## src/rtl/calc_pkg.sv

```systemverilog
// Shared calculator definitions: ASCII codes used on the UART side and the
// result transmitter's state encoding.
package calc_pkg;

  localparam logic [7:0] CH_ZERO  = 8'h30;
  localparam logic [7:0] CH_MINUS = 8'h2D;
  localparam logic [7:0] CH_E     = 8'h45;
  localparam logic [7:0] CH_R     = 8'h52;
  localparam logic [7:0] CH_CR    = 8'h0D;
  localparam logic [7:0] CH_LF    = 8'h0A;

  // Longest message is "-256\r\n".
  localparam int MSG_MAX = 6;

  typedef enum logic [1:0] {
    IDLE = 2'd0,
    CONV = 2'd1,
    SEND = 2'd2,
    FIN  = 2'd3
  } tx_state_t;

endpackage

```

## src/rtl/bcd_digit_extract.sv

```systemverilog
// Repeated-subtraction binary-to-decimal converter for magnitudes 0..256:
// one subtraction per cycle, hundreds first, then tens; the remainder is ones.
module bcd_digit_extract #(
  parameter int W = 9
) (
  input  logic         clk,
  input  logic         nrst,
  input  logic         go,
  input  logic [W:0]   mag,
  output logic [1:0]   hund,
  output logic [3:0]   tens,
  output logic [3:0]   ones,
  output logic         valid
);

  localparam logic [W:0] C100 = (W+1)'(100);
  localparam logic [W:0] C10  = (W+1)'(10);

  logic [W:0] rem_q, rem_d;
  logic [1:0] hund_q, hund_d;
  logic [3:0] tens_q, tens_d;
  logic       run_q, run_d;

  always_ff @(posedge clk or negedge nrst) begin
    if (!nrst) begin
      rem_q  <= '0;
      hund_q <= '0;
      tens_q <= '0;
      run_q  <= 1'b0;
    end else begin
      rem_q  <= rem_d;
      hund_q <= hund_d;
      tens_q <= tens_d;
      run_q  <= run_d;
    end
  end

  always_comb begin
    rem_d  = rem_q;
    hund_d = hund_q;
    tens_d = tens_q;
    run_d  = run_q;
    if (go) begin
      rem_d  = mag;
      hund_d = '0;
      tens_d = '0;
      run_d  = 1'b1;
    end else if (run_q) begin
      if (rem_q >= C100) begin
        rem_d  = rem_q - C100;
        hund_d = hund_q + 2'd1;
      end else if (rem_q >= C10) begin
        rem_d  = rem_q - C10;
        tens_d = tens_q + 4'd1;
      end else begin
        run_d  = 1'b0;
      end
    end
  end

  // Digits are final as soon as the remainder drops below ten.
  assign valid = run_q && (rem_q < C10);
  assign hund  = hund_q;
  assign tens  = tens_q;
  assign ones  = rem_q[3:0];

endmodule

```

## src/rtl/result_tx.sv

```systemverilog
// Prints a signed calculator result (or "ERR" on overflow) as ASCII decimal
// text, one byte per txclk strobe, paced by the UART's txready.
module result_tx
  import calc_pkg::*;
#(
  parameter int W         = 9,
  parameter bit SEND_CRLF = 1'b1
) (
  input  logic        clk,
  input  logic        nrst,
  input  logic        start,
  input  logic [W-1:0] value,
  input  logic        o_flag,
  input  logic        txready,
  output logic [7:0]  txdata,
  output logic        txclk,
  output logic        busy,
  output logic        done,
  output tx_state_t   dbg_state
);

  tx_state_t  state_q, state_d;
  logic       sign_q, sign_d;
  logic [7:0] msg_q [MSG_MAX];
  logic [7:0] msg_d [MSG_MAX];
  logic [2:0] len_q, len_d;
  logic [2:0] idx_q, idx_d;
  logic [7:0] txdata_q, txdata_d;
  logic       txclk_q, txclk_d;

  logic       load;
  logic       err_sel;
  logic [2:0] n;
  logic       cvt_go;
  logic [W:0] sext;
  logic [W:0] mag_in;
  logic [1:0] hund;
  logic [3:0] tens;
  logic [3:0] ones;
  logic       cvt_valid;

  // Sign-extend to W+1 bits so the most negative value has a representable magnitude.
  assign sext   = {value[W-1], value};
  assign mag_in = value[W-1] ? (~sext + (W+1)'(1)) : sext;
  assign cvt_go = (state_q == IDLE) && start && !o_flag;

  bcd_digit_extract #(.W(W)) u_bcd (
    .clk   (clk),
    .nrst  (nrst),
    .go    (cvt_go),
    .mag   (mag_in),
    .hund  (hund),
    .tens  (tens),
    .ones  (ones),
    .valid (cvt_valid)
  );

  always_ff @(posedge clk or negedge nrst) begin
    if (!nrst) begin
      state_q  <= IDLE;
      sign_q   <= 1'b0;
      len_q    <= '0;
      idx_q    <= '0;
      txdata_q <= '0;
      txclk_q  <= 1'b0;
      for (int i = 0; i < MSG_MAX; i++) msg_q[i] <= '0;
    end else begin
      state_q  <= state_d;
      sign_q   <= sign_d;
      len_q    <= len_d;
      idx_q    <= idx_d;
      txdata_q <= txdata_d;
      txclk_q  <= txclk_d;
      for (int i = 0; i < MSG_MAX; i++) msg_q[i] <= msg_d[i];
    end
  end

  // Byte handshake: a byte is launched only when txready=1 and txclk was low
  // the previous cycle; txclk is then high for exactly one cycle with txdata
  // valid, so strobes are at least two cycles apart. txdata holds otherwise.
  always_comb begin
    state_d  = state_q;
    sign_d   = sign_q;
    idx_d    = idx_q;
    txdata_d = txdata_q;
    txclk_d  = 1'b0;
    load     = 1'b0;
    err_sel  = 1'b0;
    unique case (state_q)
      IDLE: begin
        if (start) begin
          sign_d = value[W-1];
          if (o_flag) begin
            load    = 1'b1;
            err_sel = 1'b1;
            idx_d   = '0;
            state_d = SEND;
          end else begin
            state_d = CONV;
          end
        end
      end
      CONV: begin
        if (cvt_valid) begin
          load    = 1'b1;
          idx_d   = '0;
          state_d = SEND;
        end
      end
      SEND: begin
        if (txclk_q && (idx_q == len_q)) begin
          state_d = FIN;
        end else if (txready && !txclk_q) begin
          txdata_d = msg_q[idx_q];
          txclk_d  = 1'b1;
          idx_d    = idx_q + 3'd1;
        end
      end
      FIN: begin
        state_d = IDLE;
      end
      default: state_d = IDLE;
    endcase
  end

  // Message builder: packs the text left-aligned into the buffer.
  always_comb begin
    for (int i = 0; i < MSG_MAX; i++) msg_d[i] = msg_q[i];
    len_d = len_q;
    n     = '0;
    if (load) begin
      for (int i = 0; i < MSG_MAX; i++) msg_d[i] = '0;
      if (err_sel) begin
        msg_d[0] = CH_E;
        msg_d[1] = CH_R;
        msg_d[2] = CH_R;
        n        = 3'd3;
      end else begin
        if (sign_q) begin
          msg_d[n] = CH_MINUS;
          n        = n + 3'd1;
        end
        if (hund != 2'd0) begin
          msg_d[n] = CH_ZERO + {6'd0, hund};
          n        = n + 3'd1;
        end
        if ((hund != 2'd0) || (tens != 4'd0)) begin
          msg_d[n] = CH_ZERO + {4'd0, tens};
          n        = n + 3'd1;
        end
        msg_d[n] = CH_ZERO + {4'd0, ones};
        n        = n + 3'd1;
      end
      if (SEND_CRLF) begin
        msg_d[n]        = CH_CR;
        msg_d[n + 3'd1] = CH_LF;
        n               = n + 3'd2;
      end
      len_d = n;
    end
  end

  assign txdata    = txdata_q;
  assign txclk     = txclk_q;
  assign busy      = (state_q == CONV) || (state_q == SEND);
  assign done      = (state_q == FIN);
  assign dbg_state = state_q;

endmodule

```

## config.mk

```make
export PLATFORM = sky130hd
export DESIGN_NAME = result_tx
export DESIGN_NICKNAME = d
export VERILOG_FILES = /design/src/rtl/calc_pkg.sv /design/src/rtl/bcd_digit_extract.sv /design/src/rtl/result_tx.sv
export SDC_FILE = /design/constraint.sdc
export NUM_CORES = 1
export LEC_CHECK = 0
export ABC_CLOCK_PERIOD_IN_PS = 4090
export CAP_MARGIN = 20
export CORE_ASPECT_RATIO = 0.8
export CORE_UTILIZATION = 32
export DETAILED_ROUTE_END_ITERATION = 7
export GPL_ROUTABILITY_DRIVEN = 0
export PLACE_DENSITY = 0.47
export SLEW_MARGIN = 25
export SYNTH_ARGS = -nofsm -noshare
export SYNTH_HDL_FRONTEND = slang
export SYNTH_SLANG_ARGS = --single-unit
```

## constraint.sdc

```tcl
create_clock -name clk -period 4.09 [get_ports clk]
set_input_delay 1.227 -clock clk [delete_from_list [all_inputs] [get_ports clk]]
set_output_delay 1.227 -clock clk [all_outputs]
set_load 0.01 [all_outputs]
```

== After elaboration in Yosys (flattened, before gate mapping) ==
Index checks and enable logic that the tools add are counted.
Word-level totals
  register bits: 83
  input port bits: 14
  output and inout bits: 13
  word-level logic and storage cells: 173
Operators by class
  $add $sub $neg: 14
  order comparisons: 14
  eq/ne operators: 11
  multiplexer cells: 75
  bitwise operators: 14
  reduce and logical (&&, ||, !) cells: 29
Operators with widths (count)
  $mux W48: 6
  $bwmux W48: 3
  $demux W8 S3: 5
  $mux W24: 4
  $mux W8: 9
  $mux W10: 5
  $mux W3: 15
  $and A36 B36 Y36: 1
  $not A36 Y36: 1
  $and A30 B30 Y30: 1
  $not A30 Y30: 1
  $bmux W8 S3: 1
  $ge A4 B4 Y1 const B: 6
  $not A3 Y4: 6
  $lt A4 B1 Y1 const B: 5
  $or A18 B18 Y18: 1
  $mux W4: 4
  $add A3 B1 Y3 const B: 5
  $add A6 B4 Y7 const A: 2
  $mux W2: 7
  $ne A2 B2 Y1 const B: 7
  $mux W1: 12
  $or A12 B12 Y12: 1
  $add A10 B1 Y10 const B: 1
  28 further kinds: 48

== Longest topological paths before layout ==
Gate-level depths: netlist (run 1).
  depth in word-level cells: 24
  gate-level depth with buffers: 16
  depth with buffers taken out: 14

== Modules after synthesis ==
From an unflattened synthesis (run 1), not the netlist that was laid out.
Unflattened totals
  cell total of the unflattened synthesis: 539
  area, all modules: 4687.0 µm²
By module, submodules not included
  result_tx: instances 1, cells each 405, area an instance 3504.6 µm², seq. area each 1276.2 µm²
  bcd_digit_extract: instances 1, cells each 134, area an instance 1182.4 µm², seq. area each 425.4 µm²

== Worst setup path after synthesis (run 1) ==
Ideal clock, no wire load.
  path type: register to register
  from: reg u_bcd.hund_q[0], in the netlist u_bcd.hund[0]
  to: reg msg_q[16] (netlist name)
  library setup time: 0.119 ns
  arrival time: 3.620 ns
  required time: 3.971 ns
  path slack: 0.351 ns
  cell stages (with the launch flop): 17
  buffers on the path: 3
  period minus slack after synthesis: 3.739 ns
  path through: dfrtp_1 > inv_1 > ha_1 > nand4bb_1 > inv_1 > fa_1 > clkbuf_1 > clkbuf_1 > xnor2_1 > nand2_1 > ha_1 > clkbuf_1 > inv_1 > or2_2 > o21ai_0 > o211ai_1 > o21a_1
On the way
  longest elaborated chain between the ends: 19
  elaborated cells on any way between the ends: 52
  classes of those cells: add/sub: 4; order compare: 8; mux: 27; bitwise: 7; reduce/logical: 6
RTL lines
  from (decl): line bcd_digit_extract.sv:20  | logic [1:0] hund_q, hund_d;
  from (signal assigned): line bcd_digit_extract.sv:32  | hund_q <= hund_d;
  $reduce_bool A2 Y1: line result_tx.sv:143, result_tx.sv:147
  $mux W3: line result_tx.sv:143  | if (hund != 2'd0) begin
  $mux W3: line result_tx.sv:133  | if (err_sel) begin
  $mux W3: line result_tx.sv:131  | if (load) begin
  $add A3 B1 Y3: line result_tx.sv:149  | n = n + 3'd1;
  $mux W3: line result_tx.sv:147  | if ((hund != 2'd0) || (tens != 4'd0)) begin
  $mux W3: line result_tx.sv:133
  $mux W3: line result_tx.sv:131
  (+3 left out)
  $add A3 B1 Y3: line result_tx.sv:156  | msg_d[n + 3'd1] = CH_LF;
  $not A3 Y4 (not written as such): line result_tx.sv:156
  $ge A4 B4 Y1 (not written as such) or $lt A4 B1 Y1 (tied branches): line result_tx.sv:156
  $logic_and A1 B1 Y1 (not written as such): line result_tx.sv:156
  $mux W8 (not written as such): line result_tx.sv:156
  $demux W8 S3: line result_tx.sv:156
  $not A36 Y36 (no source line)
  $and A36 B36 Y36 (no source line) (*)
  to (decl): line result_tx.sv:24  | logic [7:0] msg_q [MSG_MAX];
Mark *: on every way between the ends. The rest lies on a longest branch, timed or not. The select of a mux whose other input is x is not followed.
A chain may end at the register's enable or synchronous reset.

== Worst setup path in the final report (run 1) ==
Ends and elaborated chain as after synthesis.

==> results.md, run 1 <==
- Met2 track utilization from global routing: 0.278
- Antenna violations before repair: 0
- Required time worst endpoint: 4320 ps
- Largest driver fanout on the critical path: 12
- Clock tree buffer depth: 2
- Final-stage net count: 613
- Number of placed I/O pins: 27
- Sink count of the clock tree: 68
- Overflow after GRT: 0
- Post-layout minimum cycle time: 3710 ps
- Post-CTS Setup Bufs: 0
- Width of the die: 139 microns
- Max transition margin: 0.428
- Share of the yosys chip area belonging to registers: 0.353
- Final TNS setup: 0 ps
- First-pass detailed-route iteration total: 7
- Max H-tree Level: 3
- Number of cells on the worst hold path: 1
- Routed length per placed instance: 18.9 microns
- Inserted Diodes: 0
- Setup violation total in the final timing report: 0
- Synthesis-to-finish area growth: 16.3%
- Library cells used by synthesis: 74
- Cell area reported after detailed placement: 0.00528 sq mm
- Worst R2R Path Depth: 13
- Post-synthesis area per instance: 8.72 sq um
- Row cnt: 39
- Half-perimeter wire length after placement: 10600 microns
- Category of the critical setup timing path: reg -> reg
- Initial DRC Count: 375
- Met1 global-route usage: 0.296
- Number of global-route vias before repair: 4063
- Share of async-settable or async-resettable flops after synthesis: 1.00
- Remaining DRCs: 2
- Failing checks: design-rule violations
- Setup crit end kind: register
- Category of the worst setup path launch point: register
- Via count: 4244
- Gate Count Post-Synth: 553
- Slew at the pin closest to its max-slew limit: 859 ps
- Total count of max-transition violations in the final report: 0
- Clock transition at the registers of the reported paths: 60 ps
- Number of CTS-inserted buffers: 9
- Yosys reg bits: 68
- Sum of routed wire length over all layers: 14400 microns
- Global-route wire length before repair: 23500 microns
- Layout cells sized above 1: 0.118
- Starting utilization of the core area: 0.333
- CTS tree: yes
- Summed area of non-filler cells in the final layout: 0.00561 sq mm
- Total Die Area: 0.0156 sq mm
- Syn_nets: 593
- Final cycle utilization of the critical path: 0.906
- Count of warnings emitted by yosys: 0
- Grt peak-use layer: met1
- IO buf count: 25
- Skew final: 11.8 ps
- Area of the core: 0.0145 sq mm
- Netlist area before placement: 0.00482 sq mm
- Clock latency of the later-clocked register in the worst-skew pair: 350 ps
- Hold WC Path Type: reg -> reg
- Main flop type after synthesis: dfrtp_1
- Pin count of the biggest net entering global routing: 39
- # Max-Cap Violations: 0
- Final hold vios: 0
- Final ANT Viol Nets: 0
- Worst endpoint data arrival time: 3940 ps
- Global-route total usage across every layer: 0.196
- Die H: 112 microns
- Timing-limited maximum frequency: 0.270 GHz
- Setup repair after global routing missed its margin: false
- Global-route met3 utilization: 0.0447
- Post-synth EDFFs: 0
- Result of the run: complete, but fails checks
- CTS Root Cell: clkbuf_16
- Number of vias per cell: 5.57
final timing paths:
path,start,endpoint,slack [ps]
min reg2reg,msg_q[42],msg_q[42],480
min in group asynchronous,nrst,u_bcd.hund[1],950
max,u_bcd.hund[0],msg_q[16],380
min,msg_q[42],msg_q[42],480
max in group asynchronous,nrst,msg_q[28],2460
max reg2reg,u_bcd.hund[0],msg_q[16],380
layer usage:
| layer | part of all wire | vias to the layer above | routed length [microns] |
|---|---|---|---|
| met5 | 0 | - | 0 |
| met4 | 0.012 | 0 | 179 |
| met3 | 0.060 | 17 | 862 |
| met2 | 0.41 | 144 | 5980 |
| met1 | 0.51 | 2054 | 7400 |
| li1 | - | 2029 | - |
synthesized netlist by cell type, drive strengths merged, types with 4 or more instances:
cell	n	share of area
nor2b	6	0.0078
dfrtp	68	0.35
nand2b	10	0.013
o31ai	5	0.0078
o22a	4	0.0073
a21oi	39	0.044
xnor2	9	0.016
or3	6	0.0088
a221oi	6	0.011
mux2	10	0.023
mux2i	7	0.015
nor3	8	0.011
ha	25	0.065
a211oi	4	0.0073
o211ai	10	0.016
a22oi	5	0.0078
or2	4	0.0052
buf	15	0.018
xor2	6	0.011
inv	29	0.023
a21o	5	0.0078
and2	7	0.0091
nor2	55	0.043
nand2	62	0.048
a31oi	13	0.017
nand3	22	0.023
o21ai	31	0.032
mux4	6	0.028
a21boi	7	0.011
clkbuf	18	0.014
timing repair:
item                                    in CTS  in global routing
gates resized for setup                      0                  2
endpoints found under the setup margin       0                  2
hold buffers                                 0                  0
logic make-up after synthesis:
kind of cell / Yosys count / synth area share
flops: 68 / 0.353
mux: 23 / 0.0659
buf+inv: 63 / 0.0558
fa+ha+maj: 26 / 0.0690
other cells: 1 / 0.000778
compound gates: 160 / 0.226
xor+xnor: 15 / 0.0272
simple gates: 197 / 0.202
layout make-up:
class	count	area, sq um
clock buffers	9	225
clock inverters	7	83.8
fillers	1425	8890
inverters	30	113
multi-input cells	422	2870
flip-flops and latches	68	1700
well taps	184	230
repair buffers	42	385
per-stage QoR:
stage                      util  hold WS, ps  worst slack, ps  instances
after global routing      0.387          505              122        762
after detailed placement  0.364          465              179        746
final                     0.387          477              384        762
after CTS                 0.386          481              264        762
after floorplan               -          443              351        553
after global placement    0.364          468              223        746
placed cells by master, fill, tap and decap left out, drive strengths merged, types with 13 or more instances in the layout:
master | netlist | final
dfrtp | 68 | 68
nand2 | 62 | 62
nor2 | 55 | 55
a21oi | 39 | 39
inv | 29 | 32
o21ai | 31 | 31
ha | 25 | 25
clkdlybuf4s50 | 0 | 24
nand3 | 22 | 22
buf | 15 | 18
a31oi | 13 | 13
flip-flops by register name (all words and copies together), names as in the netlist:
signal / flops
msg_q: 34
u_bcd.rem_q: 10
txdata: 7
u_bcd.tens: 4
idx_q: 3
len_q: 3
dbg_state: 2
u_bcd.hund: 2
sign_q: 1
txclk: 1
u_bcd.run_q: 1
critical path, stage by stage (launching register included):
cell	delay, ps
dfrtp_1	400
inv_1	100
ha_1	330
nand4bb_1	180
inv_1	130
fa_1	560
xnor2_2	290
nand2_1	210
ha_2	500
inv_1	80
or2_2	320
o21ai_0	210
o211ai_1	140
o21a_1	150
Power of run 1 is not shown: default switching activity piles up to over one toggle a cycle in this logic, so the estimate is an artifact.
==> run 2, diff against run 1 <==
ABC_CLOCK_PERIOD_IN_PS = default   (was 4090)
SETUP_SLACK_MARGIN = 0.2   (was default)
==> run 2 against run 1 <==
The flow still finishes with violations (design-rule violations). Core utilization is essentially flat. Global-route usage unchanged. Sequential share of layout area about the same. Design area is essentially flat. First-iteration DRC count decreased by 7.7%. Clock skew barely moved. Flip-flop and latch count unchanged. Via count is 0.16% lower. Critical endpoint unchanged.
==> results.md, run 2 (synthesis gave the netlist of run 1 again) <==
- Category of the worst setup path launch point: register
- Sum of routed wire length over all layers: 14400 microns
- Summed area of non-filler cells in the final layout: 0.00561 sq mm
- Overflow after GRT: 0
- Number of global-route vias before repair: 4063
- Starting utilization of the core area: 0.333
- CTS tree: yes
- Number of placed I/O pins: 27
- First-pass detailed-route iteration total: 7
- Remaining DRCs: 2
- Inserted Diodes: 0
- Hold WC Path Type: reg -> reg
- Antenna violations before repair: 0
- Die H: 112 microns
- Largest register FFs: 34
- Clock latency of the later-clocked register in the worst-skew pair: 350 ps
- Initial DRC Count: 346
- Most frequent cell on the critical path: inv_1
- Slowest stage cell on the critical path: fa_2
- Sink count of the clock tree: 68
- Width of the die: 139 microns
- Biggest cell delay along the critical path: 540 ps
- Clock transition at the registers of the reported paths: 60 ps
- Skew final: 11.8 ps
- Timing-limited maximum frequency: 0.278 GHz
- Largest driver fanout on the critical path: 12
- Failing checks: design-rule violations
- Max transition margin: 0.427
- Cell-by-cell trace of the critical path: inv_1, ha_2, nand4bb_1, inv_1, fa_2, xnor2_2, nand2_1, ha_2, inv_1, or2_2, o21ai_0, o211ai_1, o21a_1
- Required time worst endpoint: 4320 ps
- Via count: 4237
- Total Die Area: 0.0156 sq mm
- Most frequent cells in the layout: dfrtp_1 (68), nand2_1 (62), nor2_1 (54), a21oi_1 (36), o21ai_0 (30)
- Most common library cell in the layout ignoring fill and taps: dfrtp_1
- Final-stage net count: 613
- Post-CTS Setup Bufs: 0
- # Max-Cap Violations: 0
- Final cycle utilization of the critical path: 0.881
- CTS Root Cell: clkbuf_16
- Global-route total usage across every layer: 0.196
- Global-route wire length before repair: 23500 microns
- Post-layout minimum cycle time: 3600 ps
- Final ANT Viol Nets: 0
- Area of the core: 0.0145 sq mm
- IO buf count: 25
- Layout cells sized above 1: 0.121
- Fillers: 1424
- Setup violation total in the final timing report: 0
- Final hold vios: 0
- Slew at the pin closest to its max-slew limit: 860 ps
- Register with the most flip-flops: msg_q
- Number of vias per cell: 5.56
- Number of CTS-inserted buffers: 9
- Max H-tree Level: 3
- Routed length per placed instance: 18.9 microns
- Setup crit end kind: register
- Category of the critical setup timing path: reg -> reg
- Cell area reported after detailed placement: 0.00528 sq mm
- Final TNS setup: 0 ps
- Worst endpoint data arrival time: 3830 ps
- Bufs and invs on worst path: 3
- Clock tree buffer depth: 2
- Synthesis-to-finish area growth: 16.4%
- Pin count of the biggest net entering global routing: 39
- Setup repair after global routing missed its margin: false
- Row cnt: 39
- Total count of max-transition violations in the final report: 0
- Half-perimeter wire length after placement: 10600 microns
- Result of the run: complete, but fails checks
- Delay-heaviest family, CP: adder cells
run 2: cell counts in the layout (fill, tap and decap cells not counted):
Identical to the previous run, type by type.
run 2: cell type report:
type                            count  area (sq um)  area share
Clock buffer                        9           225      0.0401
Timing Repair Buffer               42           385      0.0687
Inverter                           30           113      0.0201
Multi-Input combinational cell    422          2870       0.512
Clock inverter                      7          83.8      0.0149
Sequential cell                    68          1700       0.303
Tap cell                          184           230      0.0410
run 2: routing by layer:
layer,vias up,wire [microns],global-route usage
li1,2027,-,-
met1,2069,7450,0.296
met2,134,6050,0.278
met3,7,817,0.0447
met4,0,111,0.0481
met5,-,0,0
run 2: path summary, 6_finish.rpt:
check | depth (start not counted) | endpoint | start | slack (ps)
min | 1 | msg_q[42] | msg_q[42] | 480
max in group asynchronous | 2 | msg_q[28] | nrst | 2460
min in group asynchronous | 1 | u_bcd.hund[1] | nrst | 950
max | 13 | msg_q[16] | u_bcd.hund[0] | 490
max reg2reg | 13 | msg_q[16] | u_bcd.hund[0] | 490
min reg2reg | 1 | msg_q[42] | msg_q[42] | 480
run 2: worst reg2reg max path: cells and delay by family, from the launching register on:
| family | cells | cell delay (ps) |
|---|---|---|
| buffers and inverters | 3 | 310 |
| flip-flops | 1 | 400 |
| AO/OA/AOI/OAI | 3 | 500 |
| AND/OR/NAND/NOR | 3 | 690 |
| adder cells (fa/ha/maj) | 3 | 1330 |
| XOR/XNOR | 1 | 280 |
run 2: through the flow:
stage | util | hold slack, ps | setup slack (ps) | std cells
after floorplan | - | 443 | 351 | 553
after global placement | 0.364 | 468 | 223 | 746
after detailed placement | 0.364 | 465 | 179 | 746
after CTS | 0.386 | 481 | 264 | 762
after global routing | 0.387 | 505 | 257 | 762
final | 0.387 | 476 | 486 | 762
run 2: what timing repair did:
item                                    4_1_cts  5_1_grt
endpoints found under the setup margin        0       27
gates resized for setup                       0        4
hold buffers                                  0        0
hold endpoints to repair                      0        0
Power of run 2 is left out for the same reason.
